[src/rtl/mux_sel_seq.sv]
// Select sequencer for the upstream 2:1 mux: auto alternation or req/ack switching,
// with a one-cycle break-before-make gap and a saturating switch counter.
module mux_sel_seq #(
  parameter int DWELL_W = 4
) (
  input  logic               clk,
  input  logic               reset,
  input  logic               en,
  input  logic               auto,
  input  logic [DWELL_W-1:0] dwell,
  input  logic               req,
  input  logic               req_sel,
  output logic               sel,
  output logic               sel_valid,
  output logic               busy,
  output logic               ack,
  output logic [7:0]         toggles
);

  typedef enum logic [1:0] {IDLE, RUN, GAP} state_t;

  state_t             state, state_next;
  logic [DWELL_W-1:0] cnt, cnt_next;
  logic               target, target_next;
  logic               pending, pending_next;
  logic               sel_next, ack_next;
  logic [7:0]         toggles_next;
  logic               dwell_hit;

  // Greater-or-equal so that lowering dwell below the running count never stalls.
  assign dwell_hit = ({1'b0, cnt} + 1'b1) >= {1'b0, dwell};

  always_ff @(posedge clk or posedge reset) begin
    if (reset) begin
      state     <= IDLE;
      cnt       <= '0;
      target    <= 1'b0;
      pending   <= 1'b0;
      sel       <= 1'b0;
      sel_valid <= 1'b0;
      busy      <= 1'b0;
      ack       <= 1'b0;
      toggles   <= 8'd0;
    end else begin
      state     <= state_next;
      cnt       <= cnt_next;
      target    <= target_next;
      pending   <= pending_next;
      sel       <= sel_next;
      sel_valid <= (state_next == RUN);
      busy      <= (state_next == GAP);
      ack       <= ack_next;
      toggles   <= toggles_next;
    end
  end

  always_comb begin
    state_next   = state;
    cnt_next     = cnt;
    target_next  = target;
    pending_next = pending;
    sel_next     = sel;
    ack_next     = 1'b0;
    toggles_next = toggles;
    case (state)
      IDLE: begin
        if (en) begin
          state_next = RUN;
          cnt_next   = '0;
        end
      end
      RUN: begin
        if (!en) begin
          state_next = IDLE;
        end else if (auto && (dwell != '0)) begin
          if (dwell_hit) begin
            state_next   = GAP;
            target_next  = ~sel;
            pending_next = 1'b0;
          end else begin
            cnt_next = cnt + 1'b1;
          end
        end else if (!auto && req) begin
          if (req_sel != sel) begin
            state_next   = GAP;
            target_next  = req_sel;
            pending_next = 1'b1;
          end else begin
            ack_next = 1'b1;
          end
        end
      end
      GAP: begin
        // The switch completes even if en dropped during the gap.
        sel_next     = target;
        toggles_next = (toggles == 8'd255) ? toggles : toggles + 8'd1;
        cnt_next     = '0;
        ack_next     = pending;
        pending_next = 1'b0;
        state_next   = en ? RUN : IDLE;
      end
      default: state_next = IDLE;
    endcase
  end

endmodule

[config.mk]
export PLATFORM = sky130hd
export DESIGN_NAME = mux_sel_seq
export DESIGN_NICKNAME = d
export VERILOG_FILES = /design/src/rtl/mux_sel_seq.sv
export SDC_FILE = /design/constraint.sdc
export NUM_CORES = 1
export LEC_CHECK = 0
export CORE_ASPECT_RATIO = 1.4
export CORE_MARGIN = 4
export CORE_UTILIZATION = 55
export CTS_CLUSTER_DIAMETER = 200
export DETAILED_ROUTE_END_ITERATION = 7
export PLACE_DENSITY_LB_ADDON = 0.08
export SETUP_SLACK_MARGIN = 0.15
export SYNTH_ARGS = -nofsm -noshare
export SYNTH_HDL_FRONTEND = slang
export SYNTH_SLANG_ARGS = --single-unit
[constraint.sdc]
create_clock -name clk -period 5.9 [get_ports clk]
set_input_delay 0.59 -clock clk [delete_from_list [all_inputs] [get_ports clk]]
set_output_delay 0.59 -clock clk [all_outputs]
set_load 0.005 [all_outputs]
== Word-level counts from Yosys, hierarchy flattened ==
Cells that the tools add are included.
Word-level totals
  bits of input ports: 10
  output and inout port bits: 12
  logic and storage cells: 70
  bits in registers: 20
Cells by class
  order comparisons: 1
  bitwise operators: 2
  $add $sub $neg: 3
  equality and inequality tests: 14
  mux-type cells: 28
  reduce and logical (&&, ||, !) cells: 13
Operators by type and width (count)
  $mux 4: 4
  $reduce_and 5->1: 3
  $mux 1: 14
  $mux 2: 6
  $pmux 4 s3: 1
  $ne 2x2->1 const B: 5
  $ne 3x3->1 const B: 3
  $add 8x1->8 const B: 1
  $eq 8x8->1 const B: 1
  $pmux 2 s3: 1
  $reduce_bool 2->1: 3
  $add 4x1->5 const B: 1
  $ge 5x4->1: 1
  $add 4x1->4 const B: 1
  $eq 2x1->1 const B: 2
  $eq 2x2->1 const B: 2
  $pmux 1 s2: 2
  $reduce_bool 4->1: 1
  $reduce_bool 3->1: 1
  $logic_and 1x1->1: 2
  $logic_not 2->1: 1
  $not 1->1: 2
  $reduce_and 2->1: 1
  $logic_not 1->1: 1
  $ne 1x1->1: 1

== Longest topological paths before layout ==
Gate-level depths: netlist of run 1.
  depth in word-level cells: 7
  depth in mapped cells: 8
  mapped depth without buffers: 8

== Worst setup path after synthesis of run 1 ==
OpenSTA, ideal clock, no wires.
  kind: input-to-reg
  from: input dwell[0]
  to: register cnt[3]
  library setup time: 0.121 ns
  setup slack: 3.882 ns
  path buffers: 0
  arrival: 1.897 ns
  stages: 6
  path through: ha_1 nand2b_1 a211oi_1 o21ai_2 a211o_1 a22o_1
On the way
  word-level cells in the longest chain between the ends: 4
  elaborated cells on any way between the ends: 6
RTL lines
  start, declared: RTL line 10  | input logic [DWELL_W-1:0] dwell,
  parallel branches: the longest is 3 deep, another holds $ge 5x4->1
  $reduce_and 5->1 (no line) *
  end signal, assigned: RTL line 46  | cnt <= cnt_next;
  end, declared: RTL line 23  | logic [DWELL_W-1:0] cnt, cnt_next;
Every way passes the cells marked *.
A chain may end at the register's enable or synchronous reset.

== Worst setup path after layout of run 1 ==
Ends and elaborated chain as after synthesis.

==> metrics.md, run 1 <==
| Metric | Value |
|---|---|
| Worst Path Arrival | `2500 ps` |
| CP Max Fanout | `6` |
| CTS tree | `yes` |
| Synthesis Warnings | `0` |
| Met1 WL | `903 microns` |
| Post-route minimum period | `2300 ps` |
| Cells after Synth | `114` |
| Initial antenna violation count | `0` |
| HP Class | `flop to flop` |
| DR iter-0 viols | `10` |
| DPL Wire Length | `roughly 1900 microns` |
| Worst path slowest cell | `clkdlybuf4s50_1` |
| Area growth, synth to finish | `22.6%` |
| # clock sinks | `20` |
| Worst-path cell chain | `clkdlybuf4s50_1 -> ha_1 -> nand2b_1 -> a211oi_1 -> o21ai_2 -> a211o_1 -> a22o_1` |
| Post-CTS sizing | `0` |
| Critical path launch point type | `primary input` |
| Routability cong. | `0.814` |
| Async set-reset flop share out of synthesis | `1.00` |
| Max Slew Vio Count | `0` |
| Measured slew at the worst slew-check pin | `approximately 740 ps` |
| IO buf count | `21` |
| Reg area | `500 sq um` |
| DRC viols | `0` |
| Most frequent cell after synthesis | `dfrtp_1` |
| FILL cells | `150` |
| Share of cells above drive strength 1 | `0.0797` |
| Vias | `slightly below 900` |
| Worst vdd ir | `0.290 mV` |
| Seq cells post-synth | `20` |
| Die area | `2970 sq um` |
| Synth unique cells | `35` |
| Synthesized area per cell | `10.4 sq um` |
| Cell taking the most area after synthesis | `dfrtp_1` |
| I/O pin count | `22` |
| Wire per inst | `15.1 microns` |
| CTS max path bufs | `2` |
| Initial core utilization | `0.587` |
| RSZ-0062 raised after global routing | `no` |
| Routed wire length | `around 2400 microns` |
| CP Capture Type | `flop` |
| Total Power | `0.000488 W` |
| Die X | `47.3 microns` |
| Lkg Pwr | `0.689 nW` |
| Worst-Skew Late Latency | `roughly 300 ps` |
| CP max stage delay | `roughly 540 ps` |
| Global route overflow | `0` |
| Synth area leaders | `dfrtp_1, ha_1, xnor2_1` |
| Drt pass-1 iters | `4` |
| Pwr Density | `335 nW/um^2` |
| Met2 WL | `between 1000 and 1500 microns` |
| First-pass GRT wire length | `4460 microns` |
| CTS Buf Count | `3` |
| Post-CTS setup repair buffer count | `0` |
| Req. time, crit path | `6100 ps` |
| Buf+Inv Stages, Crit Path | `1` |
| Drt via density | `5.62` |
| Crit path kind | `primary input to flop` |
| Die Span Y | `62.9 microns` |
| # setup viols final | `0` |
| Largest net degree at the start of global routing | `21` |
| Total nets after synthesis | `135` |
| Setup TNS | `0 ps` |
| Max cap viols | `0` |
| Cts hold-fix bufs | `0` |
| Final nets | `160` |
| DR top layer | `met4` |
| Synthesized area | `around 1200 sq um` |
| GRT Total Usage | `0.203` |
| Final Cycle Share | `0.390` |
| Clock transition at path regs | `110 ps` |
| Sequential share of the synthesized area | `0.422` |
| Post-synth top flop | `dfrtp_1` |
| Max Clk Rate | `435 MHz` |
| Worst path top cell family by delay | `compound AO/OA/AOI/OAI gates` |
| Clock skew | `8.29 ps` |
| Slew headroom | `0.505` |
| Status | `completed` |
| CTS root buf | `clkbuf_4` |
| Multi-input gate area in the final layout | `658 sq um` |
| Core Rows | `19` |
| H-tree levels | `1` |
| Number of synthesized flops with an enable pin | `0` |
| Core area | `approximately 2000 sq um` |
| Diodes inserted | `0` |
| Post-synth top area share | `0.422` |
| Routed wl met3 | `just over 70 microns` |
| Vias in the first global route | `1013` |
| Routed Antenna Nets | `0` |
| Final Hold Vio Count | `0` |
| Most frequent cells after synthesis | `dfrtp_1, ha_1, nand2_1` |
==> sequential cells by signal, indices dropped and copies added, names as in the netlist <==
signal     cells
ack            1
busy           1
cnt            4
pending        1
sel            1
sel_valid      1
state          2
target         1
toggles        8
==> routing by layer <==
| metal | GRT usage | vias to the layer above |
|---|---|---|
| met5 | 0 | - |
| met1 | 0.212 | 419 |
| met2 | 0.366 | 15 |
| met4 | 0.0830 | 0 |
| met3 | 0.0375 | 6 |
| li1 | - | 453 |
==> cells by family after synthesis <==
logic type      synth area share
compound gates             0.181
xor+xnor                  0.0665
fa+ha+maj                  0.116
buf+inv                   0.0232
flops                      0.422
mux                       0.0221
simple gates               0.169
==> where the power goes <==
part           total [W]  switching (W)  internal (W)  leakage, nW
Combinational   0.000204      0.0000936      0.000110        0.402
Sequential      0.000206      0.0000355      0.000171        0.266
Clock          0.0000777      0.0000400     0.0000376       0.0210
==> cell type report <==
| type | instances | share of cell area |
|---|---|---|
| flip-flops and latches | 20 | 0.344 |
| multi-input cells | 87 | 0.453 |
| well taps | 21 | 0.0181 |
| repair buffers | 21 | 0.145 |
| clock buffers | 4 | 0.0250 |
| inverters | 6 | 0.0155 |
==> per-stage QoR <==
stage	cells	setup slack [ps]	hold WS, ps	cell area [sq um]	util
3_5_place_dp	155	3250	486	1420	0.702
2_1_floorplan	114	3880	476	1190	-
4_1_cts	159	3580	506	1450	0.720
3_3_place_gp	155	3310	478	1420	0.702
5_1_grt	159	3430	543	1450	0.720
6_report	159	3600	509	1450	0.720
==> layout by cell type (no fill, tap or decap), types with 5 or more instances in the layout <==
| master | n |
|---|---|
| clkdlybuf4s50_1 | 21 |
| dfrtp_1 | 20 |
| ha_1 | 11 |
| inv_1 | 6 |
| nand2_1 | 10 |
| nand2b_1 | 6 |
| nand3_1 | 5 |
| o21ai_0 | 6 |
| xnor2_1 | 6 |
==> final timing paths <==
path | startpoint | to | slack, ps | cells after the start
setup reg to reg | cnt[0] | cnt[3] | 3750 | 6
min in group asynchronous | reset | toggles[7] | 710 | 2
setup / recovery | dwell[0] | cnt[3] | 3600 | 7
hold reg to reg | toggles[6] | toggles[6] | 510 | 1
max in group asynchronous | reset | pending | 4720 | 2
hold / removal | toggles[6] | toggles[6] | 510 | 1
(Power assumes the default switching activity.)
==> run 2, diff against run 1 <==
--- a/config.mk
+++ b/config.mk
@@ -7,7 +7,7 @@
 export LEC_CHECK = 0
 export CORE_ASPECT_RATIO = 1.4
 export CORE_MARGIN = 4
-export CORE_UTILIZATION = 55
+export CORE_UTILIZATION = 46
 export CTS_CLUSTER_DIAMETER = 200
 export DETAILED_ROUTE_END_ITERATION = 7
 export PLACE_DENSITY_LB_ADDON = 0.08
==> constraint.sdc (replaced) <==
create_clock -name clk -period 1.9 [get_ports clk]
set_input_delay 0.19 -clock clk [delete_from_list [all_inputs] [get_ports clk]]
set_output_delay 0.19 -clock clk [all_outputs]
set_load 0.005 [all_outputs]
==> run 2 against run 1 <==
- the run now ends with setup timing left
- largest cell class unchanged
- first-iteration DRC count decreased by 40%
- count of clock-buffer cells in the layout unchanged
- sequential cell count unchanged
- wire length increased by 14%
- cell count increased by 18%
- via count increased by 10%
==> metrics.md, run 2 (synthesized netlist as in run 1, its figures left out) <==
| Metric | Value |
|---|---|
| Setup TNS | `-409 ps (was 0 ps)` |
| Post-route minimum period | `about 2000 ps` |
| Measured slew at the worst slew-check pin | `403 ps (was 742 ps)` |
| Final Cycle Share | `1.04` |
| Slew headroom | `0.730 (was 0.505)` |
| Share of cells above drive strength 1 | `0.292 (was 0.0797)` |
| Worst-path cell chain | `nand3_2 -> xnor2_2 -> ha_4 -> a311oi_4 -> o21ai_4 -> a211o_1 -> a22o_1 (was clkdlybuf4s50_1 -> ha_1 -> nand2b_1 -> a211oi_1 -> o21ai_2 -> a211o_1 -> a22o_1)` |
| Diodes inserted | `0 (unchanged)` |
| Worst vdd ir | `0.688 mV (was 0.290 mV)` |
| Worst Path Arrival | `2190 ps (was 2500 ps)` |
| H-tree levels | `1 (unchanged)` |
| Status | `complete, but fails checks (was completed)` |
| CTS tree | `yes (unchanged)` |
| # setup viols final | `7 (was 0)` |
| Max Clk Rate | `between 500 and 600 MHz` |
| Core Rows | `21 (was 19)` |
| Vias in the first global route | `1020 (was 1013)` |
| Biggest register | `toggles (unchanged)` |
| Crit path kind | `flop to flop (was primary input to flop)` |
| Final nets | `176 (was 160)` |
| HP Class | `primary input to asynchronous set/reset pin (was flop to flop)` |
| Multi-input gate area in the final layout | `821 sq um (was 658 sq um)` |
| Area growth, synth to finish | `48.8% (was 22.6%)` |
| Vias | `982 (was 893)` |
| DP Worst Slack | `-180 ps (was 3250 ps)` |
| RSZ-0062 raised after global routing | `yes (was no)` |
| Req. time, crit path | `2100 ps (was 6100 ps)` |
| Worst-Skew Late Latency | `310 ps (was 300 ps)` |
| CTS max path bufs | `2 (unchanged)` |
| Core area | `2420 sq um (was 2020 sq um)` |
| Most frequent cells in the layout | `clkdlybuf4s50_1, dfrtp_1, buf_4 (was clkdlybuf4s50_1, dfrtp_1, ha_1)` |
| Critical path launch point type | `flop (was primary input)` |
| Drt via density | `5.22 (was 5.62)` |
| Global route overflow | `0 (unchanged)` |
| Routed Antenna Nets | `0 (unchanged)` |
| Clock skew | `1.87 ps (was 8.29 ps)` |
| Lkg Pwr | `0.791 nW (was 0.689 nW)` |
| Routability cong. | `0.740 (was 0.814)` |
| Drt pass-1 iters | `3 (was 4)` |
| Routed wire length | `2760 microns (was 2410 microns)` |
| I/O pin count | `22 (unchanged)` |
| IO buf count | `21 (unchanged)` |
| Worst path top cell family by delay | `compound AO/OA/AOI/OAI gates (unchanged)` |
| CTS Buf Count | `3 (unchanged)` |
| FILL cells | `192 (was 150)` |
| Worst path slowest cell | `dfrtp_2 (was clkdlybuf4s50_1)` |
| Final Hold Vio Count | `0 (unchanged)` |
| Failing checks | `setup timing` |
| Largest regs | `toggles (8), cnt (4), state (2) (unchanged)` |
| Die Span Y | `68.1 microns (was 62.9 microns)` |
| Initial antenna violation count | `0 (unchanged)` |
| Largest net degree at the start of global routing | `21 (unchanged)` |
| Max reg flops | `8 (unchanged)` |
| Wire per inst | `14.7 microns (was 15.1 microns)` |
| Reg area | `502 sq um (was 500 sq um)` |
| Die X | `50.9 microns (was 47.3 microns)` |
| Initial core utilization | `0.491 (was 0.587)` |
| WHS | `205 ps (was 509 ps)` |
| DPL Wire Length | `1990 microns (was 1940 microns)` |
| Setup WS post-layout | `-85.3 ps (was 3600 ps)` |
| Clock transition at path regs | `110 ps (about the same)` |
| DR iter-0 viols | `6 (was 10)` |
| CP Capture Type | `flop (unchanged)` |
| First-pass GRT wire length | `4480 microns (was 4460 microns)` |
| DRC viols | `0 (unchanged)` |
| # clock sinks | `20 (unchanged)` |
| Pwr Density | `986 nW/um^2 (was 335 nW/um^2)` |
| Die area | `3470 sq um (was 2970 sq um)` |
| Max Slew Vio Count | `0 (unchanged)` |
| Max cap viols | `0 (unchanged)` |
| Most common cell after layout, fill and taps aside | `clkdlybuf4s50_1 (unchanged)` |
| CP max stage delay | `450 ps (was 540 ps)` |
| Cts hold-fix bufs | `0 (unchanged)` |
| CP Max Fanout | `6 (unchanged)` |
| GRT Total Usage | `0.173 (was 0.203)` |
| Buf+Inv Stages, Crit Path | `0 (was 1)` |
| CTS root buf | `clkbuf_4 (unchanged)` |
run 2: cell types whose count changed in the layout (fill, tap and decap cells not counted), moves of 3 or more:
cell	before	now
buf_4	0	13
ha_1	11	6
ha_4	0	5
a21oi_1	4	1
a21oi_2	0	3
buf_6	0	3
nand2b_1	6	3
nand2b_4	0	3
o21ai_0	6	3
run 2: cell type report:
class	instances	area share
multi-input combinational	87	0.465
sequential	20	0.284
timing repair buffer	37	0.193
tap	34	0.0241
clock buffer	4	0.0206
inverter	6	0.0128
run 2: worst paths after layout:
path / from / end / slack (ps) / cells past startpoint
setup / recovery: cnt[0] / cnt[3] / -90 / 7
hold / removal: reset / target / 200 / 3
setup reg to reg: cnt[0] / cnt[3] / -90 / 7
hold reg to reg: toggles[6] / toggles[6] / 510 / 1
max in group asynchronous: reset / cnt[0] / 1470 / 3
min in group clk: toggles[6] / toggles[6] / 510 / 1
run 2: power by group:
| part | switching [W] | internal (W) |
|---|---|---|
| clock | 0.000135 | 0.000117 |
| sequential | 0.000110 | 0.000533 |
| combinational | 0.000370 | 0.000476 |
run 2: what timing repair did:
| action | CTS | global route |
|---|---|---|
| buffers inserted | 0 | 2 |
| pin swaps | 2 | 4 |
| endpoints found under the hold margin | 0 | 0 |
| endpoints found under the setup margin | 10 | 16 |
| resized for setup | 6 | 21 |
run 2: metal layers:
layer | track usage | wire length, microns | up-vias
met5 | 0 | 0 | -
met4 | 0.0808 | 41 | 0
met3 | 0.0327 | 71 | 4
met2 | 0.329 | 1620 | 11
met1 | 0.181 | 1020 | 483
li1 | - | - | 484
run 2: worst reg2reg max path, stage by stage, from the launching register on:
cell and delay, ps:
dfrtp_2 450, nand3_2 110, xnor2_2 180, ha_4 180, a311oi_4 310, o21ai_4 130, a211o_1 330, a22o_1 200
run 2: metrics by stage:
step / total power, W / cells / instance area (sq um) / util
global placement: 0.00136 / 182 / 1580 / 0.652
detailed placement: 0.00139 / 182 / 1580 / 0.652
global route: 0.00188 / 188 / 1770 / 0.730
finish: 0.00174 / 188 / 1770 / 0.730
floorplan: 0.00108 / 114 / 1220 / -
CTS: 0.00167 / 186 / 1640 / 0.680
==> patch 1: new RTL, settings of run 2 <==
Reset style: synchronous (`reset`), changed in one clocked block.
--- a/src/rtl/mux_sel_seq.sv
+++ b/src/rtl/mux_sel_seq.sv
@@ -32,3 +32,3 @@
 
-  always_ff @(posedge clk or posedge reset) begin
+  always_ff @(posedge clk) begin
     if (reset) begin
Formal check against the unedited RTL: differs if reset is asserted again (counterexample within 4 cycles, from zero or initial values and one cycle with reset high); with reset held inactive, the same outputs for 10 cycles.
==> patch 1 against run 2 <==
The run still ends with setup timing left; sequential cell count unchanged; fmax is 1.5% higher; first-iteration DRC count rose to 4.3 times the old value; area after synthesis down 2.6%; global-route usage increased by 0.73 points; cell area down 5.5%; wire length increased by 1.7%; setup slack gained 0.029 ns; clock skew increased by 0.00084 ns; count of clock-buffer cells in the layout decreased by 1; critical endpoint is now target; highest routed layer unchanged.
Power is not compared: it rests on default switching activity, and its combinational part moved more than twofold at a synthesized area within 25%.
==> patch 1: results (changes against run 2) <==
[yosys]
syn_avg_cell_area_um2 = 8.82  ; was 10.4 um^2
synth_cell_types = 35  ; unchanged
async_flop_share_pct = 0  ; was 100%
synth-compound-area-share_pct = 17.4  ; was 18.1%
synthFlopType = dfxtp_1  ; was dfrtp_1
syn-num-nets = 152  ; was 135
ys_seq_area_share_pct = 34.7  ; was 42.2%
synth_fa_ha_area_share_pct = 11.9  ; was 11.6%
yosys_warnings = 0  ; unchanged
synthTopCellsByCount = dfxtp_1 (20), nor2_1 (16), ha_1 (11)  ; was dfrtp_1 (20), ha_1 (11), nand2_1 (10)
synth_area_leaders = dfxtp_1 (35%), ha_1 (12%), nor2_1 (5.2%), xnor2_1 (4.6%), o21ai_0 (3.5%)  ; was dfrtp_1 (42%), ha_1 (12%), xnor2_1 (4.4%), nand2_1 (3.2%), nand2b_1 (3.2%)
yosys-mux-area-fraction_pct = 4.55  ; was 2.22%
synth_xor_area_share_pct = 6.07  ; was 6.65%

[sta]
setup_slack_ns = -0.0568  ; was -0.0853 ns
slew_violations = 0  ; unchanged
slew_headroom_pct = 74.8  ; was 73.0%
hold_ws_ns = 0.491  ; was 0.205 ns
setup_violations = 2  ; was 7
skew_ns = 0.00271  ; was 0.00187 ns

[power]
ir_drop_v = 0.000545
p_leak_nw = 0.643

[cells_and_area]
layout-drive-gt1-share_pct = 26.2  ; was 29.2%
antenna_cells = 0  ; unchanged
nNetsFinal = 191  ; was 176

[place]
port-buffer-count = 21  ; unchanged
dp_hpwl_mm = 2.10  ; was 1.99 mm
placed_cell_area_um2 = 1540  ; was 1580 um^2
gp_congestion = 0.759  ; was 0.740

[detailed_routing]
dr_wl_met3_um = 62  ; was 71 um
route.met2.wl_mm = 1.63  ; was 1.62 mm
drt_iter0_markers = 26  ; was 6
drt.antenna.violating_nets = 0  ; unchanged
drt-met1-wl_mm = 1.07  ; was 1.02 mm
vias = 1047  ; was 982
vias_per_cell = 5.18  ; was 5.22
top_layer = met4  ; unchanged
wl_per_cell_um = 13.9  ; was 14.7 um

[outcome]
status = complete, but fails checks  ; unchanged
violations = setup timing  ; unchanged

[global_route]
grt.met2_usage_pct = 36.1  ; was 32.9%
grt_use_total_pct = 18.1  ; was 17.3%
met1_usage_pct = 17.2  ; was 18.1%
antenna_found_initial = 0  ; unchanged
grt_pass1_vias = 1138  ; was 1020
grt_pass1_wl_mm = 4.67  ; was 4.48 mm
grt_max_degree = 19  ; was 21
met3_usage_pct = 2.87  ; was 3.27%

[clocking]
numCtsBuffers = 3  ; unchanged
clk_latency_ns = 0.30

[hold_path]
hold_class = flop to flop  ; was primary input to async pin

[worst_setup_path]
cp.arrival_ns = 2.20

[patch 1: cell types whose count changed after synthesis, sizes merged, moves of 3 or more]
cell    before  now
a21o         4    1
a21oi        4    7
clkbuf       0    5
dfrtp       20    0
dfxtp        0   20
mux2i        0    3
nand2b       6    1
nor2         4   16
[patch 1: area by class of cell]
class,instances,area (um^2)
tap,34,42.5
clock buffer,3,22.5
sequential,20,409
timing repair buffer,39,353
fill,189,722
inverter,8,30.0
multi-input combinational,98,812
[patch 1: worst max-delay path, cell delays in order (launching register included)]
cell	delay [ns]
dfxtp_4	0.38
ha_4	0.17
xor2_2	0.15
ha_4	0.27
o21ai_2	0.05
o21a_2	0.26
buf_6	0.13
or3_4	0.35
a21oi_2	0.14
[patch 1: final timing paths]
kind                               from  endpoint  depth (start not counted)
worst max-delay path             cnt[0]    target                          8
worst min-delay path            pending   pending                          2
worst max register to register   cnt[0]    target                          8
worst min register to register  pending   pending                          2
[patch 1: timing repair]
action                                  4_1_cts  5_1_grt
endpoints found under the setup margin       10       10
resized for setup                            11        9
buffers inserted                              2        1
pin swaps                                    10        8
[patch 1: where the power goes]
group | internal [mW] | switching [mW]
sequential | 0.424 | 0.00686
clock | 0.0741 | 0.121
combinational | 0.0806 | 0.0760
total | 0.579 | 0.203
[patch 1: cells by family after synthesis]
logic type	after synthesis
xor gates and xnor gates	8
DFF	20
buffers and inverters	13
AOI/OAI and AO/OA	27
adders and majority gates	11
muxes	5
and+or+nand+nor	47
[patch 1: metrics by stage]
step           TNS (ns)  setup WS (ns)
6_report        -0.0586        -0.0568
5_1_grt          -0.501         -0.128
4_1_cts         -0.0568        -0.0472
3_5_place_dp      -1.87         -0.255
3_3_place_gp      -1.55         -0.230
2_1_floorplan         0          0.151
==> patch 2: new RTL, flow settings as in run 2 <==
Without the edit above. `DWELL_W`: 4 -> 6.
--- a/src/rtl/mux_sel_seq.sv
+++ b/src/rtl/mux_sel_seq.sv
@@ -3,3 +3,3 @@
 module mux_sel_seq #(
-  parameter int DWELL_W = 4
+  parameter int DWELL_W = 6
 ) (
Ports: changed (resized dwell); port bits go from 22 to 24. The function was not compared with the original's and may differ.
==> patch 2 against run 2 <==
The flow still finishes with violations (setup timing); area after synthesis up 16%; power up 21%; sequential share of layout area shrank 3.9 points; sequential cell count up 2; wire length rose by 48%; setup slack worse by 0.40 ns; cell area increased by 28%; fmax down 17%; cell count increased by 23%; largest cell class unchanged.
==> patch 2: results (changes against run 2) <==
[cells_and_area]
layout-drive-gt1-share_pct = 40.7  ; was 29.2%
nNetsFinal = 220  ; was 176
reg_top3 = toggles: 8 flops, cnt: 6 flops, state: 2 flops  ; was toggles: 8 flops, cnt: 4 flops, state: 2 flops
fillCellCount = 156  ; was 192

[global_route]
met1_usage_pct = 22.7  ; was 18.1%
grt_pass1_vias = 1340  ; was 1020
grt_use_total_pct = 21.9  ; was 17.3%
grt_pass1_wl_mm = 6.31  ; was 4.48 mm
grt_max_degree = 23  ; was 21

[place]
gp_congestion = 0.892  ; was 0.740
dp_slack_ns = -0.591  ; was -0.180 ns
dp_hpwl_mm = 2.67  ; was 1.99 mm

[yosys]
synth_area_leaders = dfrtp_1 (40%), ha_1 (12%), xnor2_1 (3.8%), nand3_1 (3.3%), xor2_1 (3.2%)  ; was dfrtp_1 (42%), ha_1 (12%), xnor2_1 (4.4%), nand2_1 (3.2%), nand2b_1 (3.2%)
syn-num-nets = 155  ; was 135
synthTopCellsByCount = dfrtp_1 (22), ha_1 (13), inv_1 (11), nand3_1 (9), nand2_1 (8)  ; was dfrtp_1 (20), ha_1 (11), nand2_1 (10)
synth_cell_types = 36  ; was 35

[worst_setup_path]
cp_max_fo = 4  ; was 6
rr_worst_depth = 8  ; was 7

[outcome]
violations = setup timing  ; unchanged
status = complete, but fails checks  ; unchanged

[sta]
worst_pin_slew_ns = 0.390  ; was 0.403 ns
skew_ns = 0.00315  ; was 0.00187 ns
setup_slack_ns = -0.488  ; was -0.0853 ns
setup_violations = 12  ; was 7

[power]
ir_drop_v = 0.000564  ; was 0.000688 V
p_leak_nw = 1.03  ; was 0.791 nW
swShare_pct = 33.6  ; was 35.3%
p_comb_share_pct = 46.4  ; was 48.6%

[detailed_routing]
vias_per_cell = 5.56  ; was 5.22
drt_iter0_markers = 27  ; was 6

[clocking]
clk_pin_slew_ns = 0.08  ; was 0.11 ns

patch 2: cell count changes in the layout (fill, tap and decap cells not counted), moves of 3 or more:
| cell | delta |
|---|---|
| buf_4 | +22 |
| clkbuf_4 | -3 |
| inv_1 | +5 |
| nand2_1 | -3 |
patch 2: final timing paths:
path	end	slack (ns)	from
worst max-delay path	target	-0.49	cnt[1]
worst min-delay path	cnt[0]	0.26	reset
worst max register to register	target	-0.49	cnt[1]
worst min register to register	toggles[7]	0.49	toggles[7]
max in group asynchronous	cnt[0]	1.40	reset
min in group clk	toggles[7]	0.49	toggles[7]
patch 2: critical path: stages, from the launching register on:
cell	delay [ns]
dfrtp_1	0.43
ha_4	0.21
nand3_4	0.10
xnor2_4	0.16
ha_4	0.30
nand3_2	0.10
or2_4	0.27
a221oi_4	0.38
mux2_4	0.33
patch 2: cells by family after synthesis:
logic type | synth area share (%)
AOI/OAI and AO/OA | 18.2
xor gates and xnor gates | 7.03
adders and majority gates | 11.9
buffers and inverters | 3.01
DFF | 40.2
muxes | 3.56
and+or+nand+nor | 16.2
patch 2: repair_timing:
item	in CTS	in global routing
pin swaps	19	18
buffers inserted	9	4
resized for setup	20	12
hold buffers	0	0
cloned	0	0
setup endpoints to repair	12	16
patch 2: final cells by class:
class / count / area, um^2 / share of cell area [%]
clock buffers: 3 / 41.3 / 1.83
flip-flops and latches: 22 / 552 / 24.5
multi-input cells: 97 / 1030 / 45.6
inverters: 11 / 41.3 / 1.83
well taps: 37 / 46.3 / 2.05
repair buffers: 60 / 515 / 22.9
clock inverters: 1 / 30.0 / 1.33
patch 2: layer usage:
layer | up-vias | share of wire [%]
met2 | 38 | 58
met1 | 631 | 35
met5 | - | 0
met4 | 0 | 4.0
li1 | 596 | -
met3 | 20 | 2.5
patch 2: per-stage QoR:
step | TNS (ns) | instances | util [%] | instance area [um^2]
global route | -5.83 | 231 | 79.1 | 2250
CTS | -4.47 | 227 | 75.0 | 2140
floorplan | -3.90 | 130 | - | 1410
global placement | -4.75 | 214 | 65.6 | 1870
detailed placement | -6.15 | 214 | 65.6 | 1870
finish | -4.92 | 231 | 79.1 | 2250
patch 2: power by group through the flow:
stage,Clock (mW),Combinational [mW],Sequential (mW)
global placement,0,0.731,0.689
detailed placement,0,0.770,0.698
global route,0.465,1.06,0.706
CTS,0.445,0.922,0.686
finish,0.441,0.980,0.689
floorplan,0,0.402,0.684
